[src/rtl/mfp_uart_transmitter_pkg.sv]
// Shared configuration for the MFP UART transmitter: default line settings,
// FSM state encoding and the clocks-per-bit helper.
package mfp_uart_transmitter_pkg;

  localparam int MFP_UART_CLK_FREQ = 50_000_000;
  localparam int MFP_UART_BAUD     = 115_200;

  typedef enum logic [1:0] {
    ST_IDLE  = 2'd0,
    ST_START = 2'd1,
    ST_DATA  = 2'd2,
    ST_STOP  = 2'd3
  } uart_state_t;

  // Rounded clocks per bit.
  function automatic int calc_div(input int clk_freq, input int baud);
    return (clk_freq + baud / 2) / baud;
  endfunction

endpackage

[src/rtl/mfp_uart_transmitter_fifo.sv]
// Small byte FIFO feeding the UART shifter; rdata always holds the current head
// in a register so the FSM can load it on the same edge it pops.
module mfp_uart_tx_fifo #(
  parameter int DEPTH = 4,
  parameter int WIDTH = 8
) (
  input  logic             clk,
  input  logic             resetn,
  input  logic             push,
  input  logic             pop,
  input  logic [WIDTH-1:0] wdata,
  output logic [WIDTH-1:0] rdata,
  output logic             full,
  output logic             empty
);

  localparam int AW = $clog2(DEPTH);

  generate
    if (DEPTH < 2 || (DEPTH & (DEPTH - 1)) != 0) begin : g_bad_depth
      $error("mfp_uart_tx_fifo: DEPTH must be a power of two and at least 2");
    end
  endgenerate

  logic [WIDTH-1:0] mem [DEPTH];
  logic [WIDTH-1:0] head_reg;
  logic [AW-1:0]    wr_ptr_reg;
  logic [AW-1:0]    rd_ptr_reg;
  logic [AW-1:0]    rd_ptr_inc;
  logic [AW:0]      count_reg;
  logic             do_push;
  logic             do_pop;
  logic             single;

  assign full       = (count_reg == (AW + 1)'(DEPTH));
  assign empty      = (count_reg == '0);
  assign single     = (count_reg == (AW + 1)'(1));
  assign do_push    = push && !full;
  assign do_pop     = pop && !empty;
  assign rd_ptr_inc = rd_ptr_reg + 1'b1;
  assign rdata      = head_reg;

  always_ff @(posedge clk) begin
    if (do_push) begin
      mem[wr_ptr_reg] <= wdata;
    end
  end

  // The head comes straight from wdata when the pushed byte becomes the head,
  // otherwise from the entry behind the one being popped.
  always_ff @(posedge clk) begin
    if (do_push && (empty || (do_pop && single))) begin
      head_reg <= wdata;
    end else if (do_pop && !single) begin
      head_reg <= mem[rd_ptr_inc];
    end
  end

  always_ff @(posedge clk) begin
    if (!resetn) begin
      wr_ptr_reg <= '0;
      rd_ptr_reg <= '0;
      count_reg  <= '0;
    end else begin
      if (do_push) begin
        wr_ptr_reg <= wr_ptr_reg + 1'b1;
      end
      if (do_pop) begin
        rd_ptr_reg <= rd_ptr_inc;
      end
      case ({do_push, do_pop})
        2'b10:   count_reg <= count_reg + 1'b1;
        2'b01:   count_reg <= count_reg - 1'b1;
        default: count_reg <= count_reg;
      endcase
    end
  end

endmodule

[src/rtl/mfp_uart_transmitter.sv]
// 8N1 UART transmitter: buffers bytes from a ready/valid port and shifts them
// out LSB first at a fixed baud rate, with back-to-back frames and no idle gap.
module mfp_uart_transmitter
  import mfp_uart_transmitter_pkg::*;
#(
  parameter int CLK_FREQ   = MFP_UART_CLK_FREQ,
  parameter int BAUD       = MFP_UART_BAUD,
  parameter int FIFO_DEPTH = 4
) (
  input  logic       clk,
  input  logic       resetn,
  input  logic [7:0] tx_data,
  input  logic       tx_valid,
  output logic       tx_ready,
  output logic       tx_busy,
  output logic       uart_tx
);

  localparam int DIV = calc_div(CLK_FREQ, BAUD);
  localparam int CW  = (DIV > 1) ? $clog2(DIV) : 1;
  localparam logic [CW-1:0] BAUD_RELOAD = CW'(DIV - 1);

  generate
    if (DIV < 2) begin : g_bad_div
      $error("mfp_uart_transmitter: CLK_FREQ/BAUD must give at least 2 clocks per bit");
    end
  endgenerate

  uart_state_t   state_reg, state_next;
  logic [CW-1:0] baud_reg, baud_next;
  logic [2:0]    bit_reg, bit_next;
  logic [7:0]    shift_reg, shift_next;
  logic          line_reg, line_next;
  logic          baud_tick;
  logic          fifo_pop;
  logic          fifo_full;
  logic          fifo_empty;
  logic [7:0]    fifo_rdata;

  mfp_uart_tx_fifo #(
    .DEPTH (FIFO_DEPTH),
    .WIDTH (8)
  ) u_fifo (
    .clk    (clk),
    .resetn (resetn),
    .push   (tx_valid && tx_ready),
    .pop    (fifo_pop),
    .wdata  (tx_data),
    .rdata  (fifo_rdata),
    .full   (fifo_full),
    .empty  (fifo_empty)
  );

  assign baud_tick = (baud_reg == '0);

  always_comb begin
    state_next = state_reg;
    baud_next  = baud_reg;
    bit_next   = bit_reg;
    shift_next = shift_reg;
    fifo_pop   = 1'b0;
    line_next  = 1'b1;

    case (state_reg)
      ST_IDLE: begin
        if (!fifo_empty) begin
          fifo_pop   = 1'b1;
          shift_next = fifo_rdata;
          bit_next   = 3'd0;
          baud_next  = BAUD_RELOAD;
          state_next = ST_START;
        end
      end
      ST_START: begin
        if (baud_tick) begin
          baud_next  = BAUD_RELOAD;
          state_next = ST_DATA;
        end else begin
          baud_next = baud_reg - 1'b1;
        end
      end
      ST_DATA: begin
        if (baud_tick) begin
          baud_next = BAUD_RELOAD;
          if (bit_reg == 3'd7) begin
            state_next = ST_STOP;
          end else begin
            shift_next = shift_reg >> 1;
            bit_next   = bit_reg + 3'd1;
          end
        end else begin
          baud_next = baud_reg - 1'b1;
        end
      end
      ST_STOP: begin
        if (baud_tick) begin
          baud_next = BAUD_RELOAD;
          if (!fifo_empty) begin
            fifo_pop   = 1'b1;
            shift_next = fifo_rdata;
            bit_next   = 3'd0;
            state_next = ST_START;
          end else begin
            state_next = ST_IDLE;
          end
        end else begin
          baud_next = baud_reg - 1'b1;
        end
      end
      default: state_next = ST_IDLE;
    endcase

    // Line level is precomputed from the next state so the pin comes from a flop.
    case (state_next)
      ST_START: line_next = 1'b0;
      ST_DATA:  line_next = shift_next[0];
      default:  line_next = 1'b1;
    endcase
  end

  always_ff @(posedge clk) begin
    if (!resetn) begin
      state_reg <= ST_IDLE;
      baud_reg  <= BAUD_RELOAD;
      bit_reg   <= 3'd0;
      shift_reg <= 8'h00;
      line_reg  <= 1'b1;
    end else begin
      state_reg <= state_next;
      baud_reg  <= baud_next;
      bit_reg   <= bit_next;
      shift_reg <= shift_next;
      line_reg  <= line_next;
    end
  end

  assign uart_tx  = line_reg;
  assign tx_ready = !fifo_full;
  assign tx_busy  = (state_reg != ST_IDLE) || !fifo_empty;

endmodule
[config.mk]
export PLATFORM = sky130hd
export DESIGN_NAME = mfp_uart_transmitter
export DESIGN_NICKNAME = d
export VERILOG_FILES = /design/src/rtl/mfp_uart_transmitter_pkg.sv /design/src/rtl/mfp_uart_transmitter_fifo.sv /design/src/rtl/mfp_uart_transmitter.sv
export SDC_FILE = /design/constraint.sdc
export NUM_CORES = 1
export LEC_CHECK = 0
export CAP_MARGIN = 20
export CELL_PAD_IN_SITES_DETAIL_PLACEMENT = 1
export CELL_PAD_IN_SITES_GLOBAL_PLACEMENT = 1
export CORE_UTILIZATION = 35
export CTS_CLUSTER_DIAMETER = 100
export DETAILED_ROUTE_END_ITERATION = 16
export PLACE_DENSITY = 0.62
export SYNTH_ARGS = -nofsm -noshare
export SYNTH_HDL_FRONTEND = slang
export SYNTH_SLANG_ARGS = --single-unit
[constraint.sdc]
create_clock -name clk -period 2.2 [get_ports clk]
set_input_delay 0.44 -clock clk [delete_from_list [all_inputs] [get_ports clk]]
set_output_delay 0.44 -clock clk [all_outputs]
set_load 0.03 [all_outputs]
### Word level (Yosys, flattened, before mapping)

Memory sizes are Yosys's and may differ from the RTL's.
Index checks and enable logic that the tools add are counted.
Widths: inputs -> output; s select.

* bits in registers: 38
* bits in writable memories: 32
* input port bits: 11
* output and inout port bits: 3
* logic and storage cells: 80
* memories: 1

* add/subtract/negate cells: 6
* equality and inequality tests: 14
* muxes and demuxes: 29
* reduce and logical (&&, ||, !) cells: 20

Memory list
* u_fifo.mem: words 4, width 8, read ports 1, clocked after Yosys merged registers in 0, write ports 1, RTL line mfp_uart_transmitter_fifo.sv:25 `logic [WIDTH-1:0] mem [DEPTH];`

Operator list (count)
* $mux 8: 6
* $pmux 8 s3: 1
* $mux 9: 2
* $pmux 9 s2: 1
* $mux 3: 4
* $mux 2: 5
* $logic_not 9->1: 1
* $pmux 3 s3: 1
* $sub 9x1->9 const B: 1
* $eq 2x2->1 const B: 4
* $ne 2x2->1 const B: 4
* $pmux 2 s4: 1
* $add 3x1->3 const B: 2
* $eq 2x1->1 const B: 3
* $eq 3x3->1 const B: 2
* $logic_and 1x1->1: 6
* $pmux 3 s2: 1
* $reduce_bool 2->1: 3
* $mux 1: 5
* $add 2x1->2 const B: 2
* $pmux 1 s2: 2
* $reduce_and 4->1: 1
* $eq 3x1->1 const B: 1
* $logic_not 1->1: 3
* other kinds (6): 7

### Longest topological paths before layout

Gate-level depths: netlist of the first run.

* depth in word-level cells: 9
* mapped depth: 11

### By module

From an unflattened synthesis of the first run, not the netlist that was laid out.

* cells, all modules: 273
* area total of the unflattened synthesis: 3360.7 sq um

Modules (own cells, without submodules)
* mfp_uart_tx_fifo: instances 1, cells each 116, area an instance 1989.4 sq um
* mfp_uart_transmitter: instances 1, cells each 157, area an instance 1371.3 sq um

### Worst setup path before layout of the first run

OpenSTA, ideal clock, no wires.

* kind: register to register
* start point: register baud_reg[0]
* end point: register u_fifo.count_reg[2]
* setup time: 0.071 ns
* data arrival time: 2.219 ns
* required time: 2.129 ns
* slack: -0.090 ns
* cell stages (with the launch flop): 9
* buffers on the path: 0
* clock period less this slack: 2.290 ns
* path through: dfxtp_1 inv_1 ha_1 nor4b_2 a31oi_1 nor3_1 ha_1 or3_1 a21oi_1

* cells in the longest elaborated chain, start to end: 6
* elaborated cells between the ends (all ways): 8

Ends and longest elaborated chain
* start: declaration: RTL line mfp_uart_transmitter.sv:30 `logic [CW-1:0] baud_reg, baud_next;`
* start signal: assignment: RTL line mfp_uart_transmitter.sv:130 `baud_reg <= baud_next;`
* $logic_not 9->1 (*): RTL line mfp_uart_transmitter.sv:54 `assign baud_tick = (baud_reg == '0);`
* $mux 1 (*): RTL line mfp_uart_transmitter.sv:96 `if (baud_tick) begin`
* $pmux 1 s2 (*): RTL line mfp_uart_transmitter.sv:64 `case (state_reg)`
* $logic_and 1x1->1 (*): RTL line mfp_uart_transmitter_fifo.sv:39 `assign do_pop = pop && !empty;`
* named net u_fifo.do_pop: RTL line mfp_uart_transmitter_fifo.sv:32 `logic do_pop;`
* $eq 2x1->1 / $eq 2x2->1 (equally long branches): RTL line mfp_uart_transmitter_fifo.sv:71 `case ({do_push, do_pop})`
* $pmux 3 s2 / $reduce_bool 2->1 (equally long branches)
* end signal: assignment: RTL line mfp_uart_transmitter_fifo.sv:72 `2'b10: count_reg <= count_reg + 1'b1;`
* end signal: assignment: RTL line mfp_uart_transmitter_fifo.sv:73 `2'b01: count_reg <= count_reg - 1'b1;`
* end signal: assignment: RTL line mfp_uart_transmitter_fifo.sv:74 `default: count_reg <= count_reg;`
* end: declaration: RTL line mfp_uart_transmitter_fifo.sv:30 `logic [AW:0] count_reg;`

The timed path passes the listed nets; every way through them passes the cells marked *.
A chain may end at the register's enable or synchronous reset.

### Final worst setup path of the first run

* start point: register baud_reg[1]
* end point: register shift_reg[5]

* cells in the longest elaborated chain, start to end: 3
* elaborated cells between the ends (all ways): 4

Ends and longest elaborated chain
* $logic_not 9->1 (*): RTL line mfp_uart_transmitter.sv:54
* $ne 2x2->1 (no source line)
* $reduce_and 4->1 (no source line) (*)
* end signal: assignment: RTL line mfp_uart_transmitter.sv:132 `shift_reg <= shift_next;`
* end: declaration: RTL line mfp_uart_transmitter.sv:32 `logic [7:0] shift_reg, shift_next;`

Mark *: on every way between the ends. The rest lies on a longest branch, timed or not.

==> results of run 1 <==
[through the flow]
| stage | TNS [ns] | utilization [%] | power, mW | area (sq um) | cells |
|---|---|---|---|---|---|
| 6_report | 0 | 45.34 | 4.572 | 4031 | 422 |
| 5_1_grt | -0.004519 | 45.34 | 4.862 | 4031 | 422 |
| 4_1_cts | 0 | 44.78 | 4.600 | 3981 | 420 |
| 3_5_place_dp | 0 | 42.40 | 3.523 | 3770 | 404 |
| 3_3_place_gp | 0 | 42.40 | 3.490 | 3770 | 404 |
| 2_1_floorplan | -0.02515 | - | 2.916 | 3288 | 261 |
[timing repair]
item / CTS / global route
endpoints found under the setup margin: 23 / 23
hold buffers: 0 / 0
resized for setup: 8 / 11
cloned: 0 / 0
pin swaps: 0 / 2
buffers inserted: 0 / 2
[synth_stat cells (6+ instances only)]
master	number
inv_1	12
mux4_2	8
clkbuf_1	7
ha_1	18
a21oi_1	6
edfxtp_1	40
nand2_1	13
and3_1	6
dfxtp_1	30
xnor2_1	7
a32o_1	6
nor3_1	9
mux2_2	8
nor2_1	24
[layout by cell type (no fill, tap or decap), drive strengths merged, types with 3 or more instances in the layout]
| cell type | count |
|---|---|
| nor3 | 9 |
| nor2 | 24 |
| clkdlybuf4s50 | 11 |
| mux2 | 8 |
| o21ai | 5 |
| a22o | 5 |
| dfxtp | 30 |
| a32o | 6 |
| a211oi | 3 |
| nand3 | 5 |
| clkbuf | 9 |
| nor4 | 4 |
| nand2 | 13 |
| edfxtp | 40 |
| xnor2 | 7 |
| o31ai | 4 |
| and3 | 6 |
| buf | 35 |
| a21oi | 6 |
| inv | 19 |
| and2 | 4 |
| ha | 18 |
| xor2 | 5 |
| mux4 | 8 |
[routing by layer]
| layer | part of all wire, % | GRT usage (%) | vias up |
|---|---|---|---|
| met5 | 0 | 0 | - |
| met4 | 1.4 | 5.970 | 0 |
| met3 | 3.0 | 3.546 | 7 |
| met2 | 47 | 24.15 | 28 |
| met1 | 48 | 20.25 | 1096 |
| li1 | - | - | 1076 |
[power by group through the flow]
stage	sequential, mW	combinational [mW]	clock, mW
2_1_floorplan	1.82	1.10	0
3_3_place_gp	1.85	1.64	0
3_5_place_dp	1.85	1.67	0
4_1_cts	1.83	1.70	1.07
5_1_grt	1.86	1.88	1.12
6_report	1.83	1.71	1.03
[final cells by class]
cell class,instances,area [sq um],share of cell area [%]
tap,108,135.1,3.352
timing repair buffer,48,405.4,10.06
clock inverter,7,66.31,1.645
multi-input combinational,168,1451,36.00
clock buffer,9,123.9,3.073
sequential,70,1804,44.75
inverter,12,45.04,1.117
[final timing paths]
kind / from / slack, ns / cells past startpoint / to
worst max register to register: baud_reg[1] / 0.06 / 8 / shift_reg[5]
worst min register to register: bit_reg[2] / 0.46 / 2 / bit_reg[2]
worst min-delay path: bit_reg[2] / 0.46 / 2 / bit_reg[2]
worst max-delay path: baud_reg[1] / 0.06 / 8 / shift_reg[5]
[cell families after synthesis]
kind of cell	count (synthesis)	synth area share, %
flops	70	54.88
fa+ha+maj	18	6.860
simple gates	78	13.22
mux	17	8.537
compound gates	43	10.60
buf+inv	23	2.706
xor+xnor	12	3.201
[worst max-delay path, stage by stage (launching register included)]
cell and delay (ns):
dfxtp_2 0.34, inv_2 0.07, ha_4 0.12, or4b_4 0.50
o21ai_4 0.20, a2bb2oi_2 0.09, buf_4 0.15, or2_2 0.27
o221a_2 0.28
==> impl_results.md, run 1 <==
* Status: finished clean
* Clk pwr share at 22.5%
* Final #Nets at about 340
* Top post-synthesis cells by area: edfxtp_1, dfxtp_1, ha_1
* Mapped Avg Cell Area at 12.58 sq um
* Final Hold Fails at 0
* GRT Overall Usage at 15.25%
* CTS clock-pin slew for the worst setup and hold paths at around 0.090 ns
* Post-Synthesis Cell Area at 3283 sq um
* Routed vias/inst at 5.230
* Sink Count at 70
* CP required at roughly 2.4 ns
* Share of cells above drive strength 1 at 28.98%
* Final setup violation count at 0
* Worst slew pin tran at 0.4868 ns
* Register area share after synthesis at 54.88%
* First-pass GRT wire length at roughly 11000 um
* CP Launch Type: register
* Clock tree buffer depth at 2
* WHS at 0.4647 ns
* Routed Antenna Nets at 0
* Critical path class: reg -> reg
* Area growth syn-to-layout at 22.79%
* Post-synth EDFFs at 40
* Pleak at 1.456 nW
* Largest net degree at the start of global routing at 17
* P per Cell Area at approximately 1100 nW/um^2
* Post-synth cell types at 51
* DIE AREA at 9771 sq um
* Buffers added on ports at 13
* Largest fanout on the critical path at 4
* Final GP Congestion at between 0.7 and 0.8
* Initial Util at 36.93%
* Via count at 2207
* Drt wl/cell at between 15 and 20 um
* Highest Clock Rate at 467.8 MHz
* Rows at 34
* Async SR Flop Fraction at 0%
* Antenna violations before repair at 0
* Final worst setup slack at roughly 0.062 ns
* Cell-internal power at approximately 3.0 mW
* Total wire length at 6962 um
* Num CTS Buffers at 9
* Post-DP HPWL at 4836 um
* Core area at 8891 sq um
* Tcrit/Tclk final at a little over nine tenths
* Mapped Cells at 261
* Initial DRC count at 60
* Max-slew violations at 0
* Place WS at 0.002440 ns
* Clock Skew at roughly 0.014 ns
* Top_reg_cell synth: edfxtp_1
* Max H-tree Level at 3
* Worst min path class: reg -> reg
* Combinational power share at between 30 and 40%
* # Max-Cap Violations at 0
* Die X at around 99 um
* CP endpoint kind: register
* Sw Pwr at 1.597 mW
* Ports at 14
* Crit path DAT at between 2 and 2.5 ns
* Slew headroom at 67.50%
* Synth top area share at 36.59%
* Die H at roughly 99 um
* Fin crit period at between 2 and 2.5 ns
* Dominant cell type by area after synthesis: edfxtp_1
* # diodes at 0
* Worst vdd ir at 0.4239 mV
* Ys Warns at 0
* GRT Residual Overflow at 0
* Sequential Power Share at 40.0%
* TritonCTS clock tree: built
* Vias in the first global route at 2271
* # fillers at between 900 and 1k
* Skew-Pair Late Insertion Delay at around 0.35 ns
* Sw frac at 34.92%
* DRC violations left at 0
* Syn Nets at 290
* #FFs+latches synth at 70
* Max reg flops at 32
* Drt pass-1 iters at 4
* CTS root buf: clkbuf_8
Note: power is estimated with default switching activity, not from simulation.
==> run 2, diff against run 1 <==
--- a/config.mk
+++ b/config.mk
@@ -14,4 +14,5 @@
 export PLACE_DENSITY = 0.62
 export SYNTH_ARGS = -nofsm -noshare
 export SYNTH_HDL_FRONTEND = slang
+export SYNTH_HIERARCHICAL = 1
 export SYNTH_SLANG_ARGS = --single-unit
==> impl_results.md, run 2 <==
* Post-synth cell types at 52
* Async SR Flop Fraction at 0%
* Syn Nets at 301
* TritonCTS clock tree: built
* Clock tree buffer depth at 2
* WHS at ~0.48 ns
* Compound-Gate Fraction of Synth Area at between 10% and 20%
* Worst vdd ir at about 0.38 mV
* Via count at 2299
* Total power at 5.069 mW
* Most frequent cells in the layout: edfxtp_1, buf_4, dfxtp_1, nor2_1, ha_1
* Ports at 14
* DIE AREA at 9998 sq um
* Die H at 99.99 um
* Place WS at -0.07699 ns
* # Max-Cap Violations at 0
* Initial Util at 36.20%
* CP required at around 2.3 ns
* Post-DP HPWL at 5001 um
* Clock Skew at 0.01002 ns
* Worst slew pin tran at 0.5744 ns
* DP Area at 3990 sq um
* Slowest CP cell: dfxtp_2
* DRC violations left at 0
* Antenna violations before repair at 0
* TNS Setup at 0 ns
* Register area share after synthesis at 53.61%
* CP top delay family: simple AND/OR/NAND/NOR gates
* Final setup violation count at 0
* Fin crit period at 2.156 ns
* CTS clock-pin slew for the worst setup and hold paths at 0.09 ns
* Mapped Cells at 273
* Core area at 9284 sq um
* Final non-filler cell total at 461
* Placed Cells at about 440
* CP Launch Type: register
* Buffers added on ports at 13
* Final worst setup slack at between 0.04 and 0.05 ns
* Top-count cell post-synth: edfxtp_1
* Synth top area share at 35.74%
* CP endpoint kind: register
* Pleak at 1.562 nW
* Highest Clock Rate at 463.7 MHz
* Rows at 35
* Share of cells above drive strength 1 at 30.12%
* Simple-gate share of the synthesized area at 13.18%
* Crit path buf inv count at 2
* Dominant cell type by area after synthesis: edfxtp_1
* First-pass GRT wire length at 11520 um
* Synth Area in Adders at 6.329%
* RSZ-0062 raised after global routing: yes
* Routed vias/inst at 4.987
* Worst min path class: reg -> reg
* Routed Antenna Nets at 0
* Multiplexer share of the synthesized area at 9.568%
* CTS root buf: clkbuf_8
* Final Instance Area at 4294 sq um
* Crit-path max cell delay at 0.33 ns
* Tcrit/Tclk final at a little over nine tenths
* Post-synth EDFFs at 40
* Hold_buf cts at 0
* #FFs+latches synth at 70
* GRT Residual Overflow at 0
* Crit path DAT at 2.26 ns
* Drt pass-1 iters at 4
* Largest net degree at the start of global routing at 18
* Status: finished clean
* Area growth syn-to-layout at 27.77%
* Die X at 99.99 um
* GRT Overall Usage at approximately 15%
* Critical path class: reg -> reg
* Max-slew violations at 0
* Skew-Pair Late Insertion Delay at 0.35 ns
* Final Util at 46.25%
* Final #Nets at around 360
* Max H-tree Level at 3
* Slew headroom at 61.66%
* Xor and xnor area share after synthesis at under 10%
* # diodes at 0
* Total wire length at about 6900 um
* Initial DRC count at 42
* Final Hold Fails at 0
* Post-Synthesis Cell Area at 3361 sq um
* Vias in the first global route at 2296
* Num CTS Buffers at 9
* Mapped Avg Cell Area at 12.31 sq um
* Ys Warns at 6
* Commonest non-fill, non-tap cell in the layout: edfxtp_1
* Drt wl/cell at 15.00 um
* P per Cell Area at around 1200 nW/um^2
* Top_reg_cell synth: edfxtp_1
* R2R setup slack at 0.04 ns
* Largest family of logic cells by synthesized area: simple AND/OR/NAND/NOR gates
* Top post-synthesis cells by area: edfxtp_1, dfxtp_1, ha_1
* Post-synth top cells: edfxtp_1, dfxtp_1, nor2_1
* Final GP Congestion at 0.7759
* Largest fanout on the critical path at 8
* Sink Count at 70
* Max reg flops at 32
* CP Cell Sequence: inv_2, ha_4, nor4b_4, a31oi_4, nor3_4, a21oi_2, nor3b_4, buf_12, mux2_4
-- run 2: worst reg2reg max path, cell delays in order, from the launching register on --
cell     delay, ns
dfxtp_2       0.33
inv_2         0.06
ha_4          0.13
nor4b_4       0.27
a31oi_4       0.14
nor3_4        0.20
a21oi_2       0.10
nor3b_4       0.22
buf_12        0.17
mux2_4        0.30
-- run 2: area by class of cell --
cell class,count,area [sq um]
Sequential cell,70,1805
Clock inverter,7,70.07
Inverter,18,67.56
Tap cell,129,161.4
Multi-Input combinational cell,177,1594
Clock buffer,9,123.9
Timing Repair Buffer,51,471.7
Fill cell,998,4990
-- run 2: path summary, 6_finish.rpt --
path                            cells after the start              end          from
worst min-delay path                                2     shift_reg[6]  shift_reg[6]
worst max-delay path                                9  u_fifo/rdata[7]   baud_reg[1]
worst max register to register                      9  u_fifo/rdata[7]   baud_reg[1]
worst min register to register                      2     shift_reg[6]  shift_reg[6]
-- run 2: kinds of logic after synthesis --
kind of cell / count (synthesis)
mux: 20
compound gates: 53
fa+ha+maj: 17
flops: 70
xor+xnor: 8
simple gates: 79
buf+inv: 26
-- run 2: layer usage --
layer,vias up,global-route usage (%),part of all wire (%)
met5,-,0,0
met4,0,5.351,1.4
met3,11,3.412,3.0
met2,36,24.24,47
met1,1118,19.84,49
li1,1134,-,-
-- run 2: what timing repair did --
item | in CTS | in global routing
pin swaps | 6 | 1
setup buffers | 2 | 2
setup endpoints to repair | 14 | 18
cloned | 0 | 0
resized for setup | 16 | 12
-- run 2: power breakdown --
group / switching [mW] / internal [mW] / leakage (nW)
registers: 0.180 / 1.74 / 0.617
clock network: 0.593 / 0.449 / 0.0981
logic: 1.06 / 1.05 / 0.847
==> run 3, diff against run 2 <==
--- a/config.mk
+++ b/config.mk
@@ -8,6 +8,7 @@
 export CAP_MARGIN = 20
 export CELL_PAD_IN_SITES_DETAIL_PLACEMENT = 1
 export CELL_PAD_IN_SITES_GLOBAL_PLACEMENT = 1
+export CORE_MARGIN = 2
 export CORE_UTILIZATION = 35
 export CTS_CLUSTER_DIAMETER = 100
 export DETAILED_ROUTE_END_ITERATION = 16
==> impl_results.md, run 3 (synthesized netlist as in run 2, its figures left out) <==
* Max H-tree Level at 3
* Tcrit/Tclk final at 101.8%
* Worst vdd ir at around 0.47 mV
* Skew-Pair Late Insertion Delay at 0.34 ns
* Buffers added on ports at 13
* Final worst setup slack at -0.03856 ns
* GRT Overall Usage at 15.14%
* Ports at 14
* R2R setup slack at -0.04 ns
* CP endpoint kind: register
* Share of cells above drive strength 1 at 31.83%
* Highest Clock Rate at 446.7 MHz
* Max-slew violations at 0
* Num CTS Buffers at 9
* Slew headroom at 62.49%
* First-pass GRT wire length at 12110 um
* Worst reg2reg endpoint: u_fifo/rdata[1]
* Vias in the first global route at around 2.4k
* R2r worst-path depth at 9
* Clock tree buffer depth at 2
* Violated checks: setup timing
* Via count at 2308
* P per Cell Area at 1175 nW/um^2
* Status: finished with violations
* TritonCTS clock tree: built
* Worst slew pin tran at 0.5568 ns
* Final GP Congestion at 0.7696
* R2R Path Start: baud_reg[1]
* Placed Cells at 441
* Rows at 35
* Critical path class: reg -> reg
* Drt pass-1 iters at 4
* CP Cell Sequence: inv_2, ha_4, nor4b_4, a31oi_4, nor3_4, a21oi_2, nor3b_4, buf_12, mux2_4
* Critical path endpoint: u_fifo/rdata[1]
* Pleak at 1.568 nW
* Total wire length at 7184 um
* # Max-Cap Violations at 0
* CP Launch Type: register
* Die X at a little over 100 um
* WHS at 0.4813 ns
* M1 wire length at 3409 um
* Largest fanout on the critical path at 8
* Largest net degree at the start of global routing at 24
* WL met3 at 183 um
* Initial Util at a little over a third
* Core area at just over 9000 sq um
* Area growth syn-to-layout at 28.07%
* Multi-input gate area at about 1600 sq um
* DIE AREA at 10400 sq um
* CP required at about 2.3 ns
* Crit-path max cell delay at about 0.34 ns
* Drt wl/cell at 15.55 um
* Fin crit period at 2.239 ns
* Clock Skew at 0.01043 ns
* # diodes at 0
* Seq. cell area at ~1800 sq um
* CTS root buf: clkbuf_8
* Final #Nets at 356
* Sink Count at 70
* Slowest CP cell: dfxtp_2
* HP Start: bit_reg[1]
* Commonest non-fill, non-tap cell in the layout: edfxtp_1
* CTS clock-pin slew for the worst setup and hold paths at 0.09 ns
* Routed Antenna Nets at 0
* Place WS at -0.04762 ns
* DR top layer: met4
* Crit path DAT at around 2.3 ns
* # fillers at 1015
* Crit path from: baud_reg[1]
* Antenna violations before repair at 0
* Worst min path class: reg -> reg
* DRC violations left at 0
* Die H at 102.0 um
* Initial DRC count at 61
* RSZ-0062 raised after global routing: yes
* Final setup violation count at 8
* Final non-filler cell total at ~460
* GRT Residual Overflow at 0
* Metal2 WL at roughly 3500 um
* Max reg flops at 32
* Most frequent cells in the layout: edfxtp_1, buf_4, dfxtp_1, nor2_1, ha_1
* TNS Setup at -0.2737 ns
* Final Hold Fails at 0
* Post-DP HPWL at around 5100 um
* Routed vias/inst at approximately 5.0
## run 3: how the worst min path moves through the flow
stage | endpoint | cells after the start
3_5_place_dp | bit_reg[1] | 2
3_3_place_gp | bit_reg[1] | 2
4_1_cts | bit_reg[1] | 2
6_report | bit_reg[1] | 2
5_1_grt | baud_reg[8] | 2
2_1_floorplan | shift_reg[6] | 2
## run 3: stage by stage
step	area [sq um]	total power, mW	util [%]
after floorplan	3456	3.258	-
after global placement	3990	3.825	42.98
after detailed placement	3990	3.889	42.98
after CTS	4212	4.939	45.36
after global routing	4304	5.422	46.36
final	4304	5.058	46.36
## run 3: final cells by class
type | instances | share of cell area, %
well taps | 129 | 3.750
multi-input cells | 177 | 37.33
clock inverters | 7 | 1.279
flip-flops and latches | 70 | 41.98
repair buffers | 52 | 11.22
clock buffers | 9 | 2.878
inverters | 18 | 1.570
## run 3: critical path, delay by kind of cell, from the launching register on
family | cells | cell delay (ns)
buf+inv | 2 | 0.23
simple gates | 3 | 0.74
mux | 1 | 0.30
fa+ha+maj | 1 | 0.14
compound gates | 2 | 0.25
flops | 1 | 0.34
## run 3: power by group
group,switching [mW],internal [mW],total [mW]
combinational,1.10,1.09,2.19
clock,0.531,0.425,0.956
sequential,0.177,1.74,1.91
## run 3: routing by layer
metal	track usage (%)	vias to the layer above
met5	0	-
met4	3.897	0
met3	4.241	7
met2	24.75	25
met1	19.96	1135
li1	-	1141
## run 3: timing repair
action                                 CTS  global route
resized for setup                       12            26
pin swaps                                0             7
endpoints found under the hold margin    0             0
setup endpoints to repair               11            19
buffers inserted                         3             2
hold buffers                             0             0
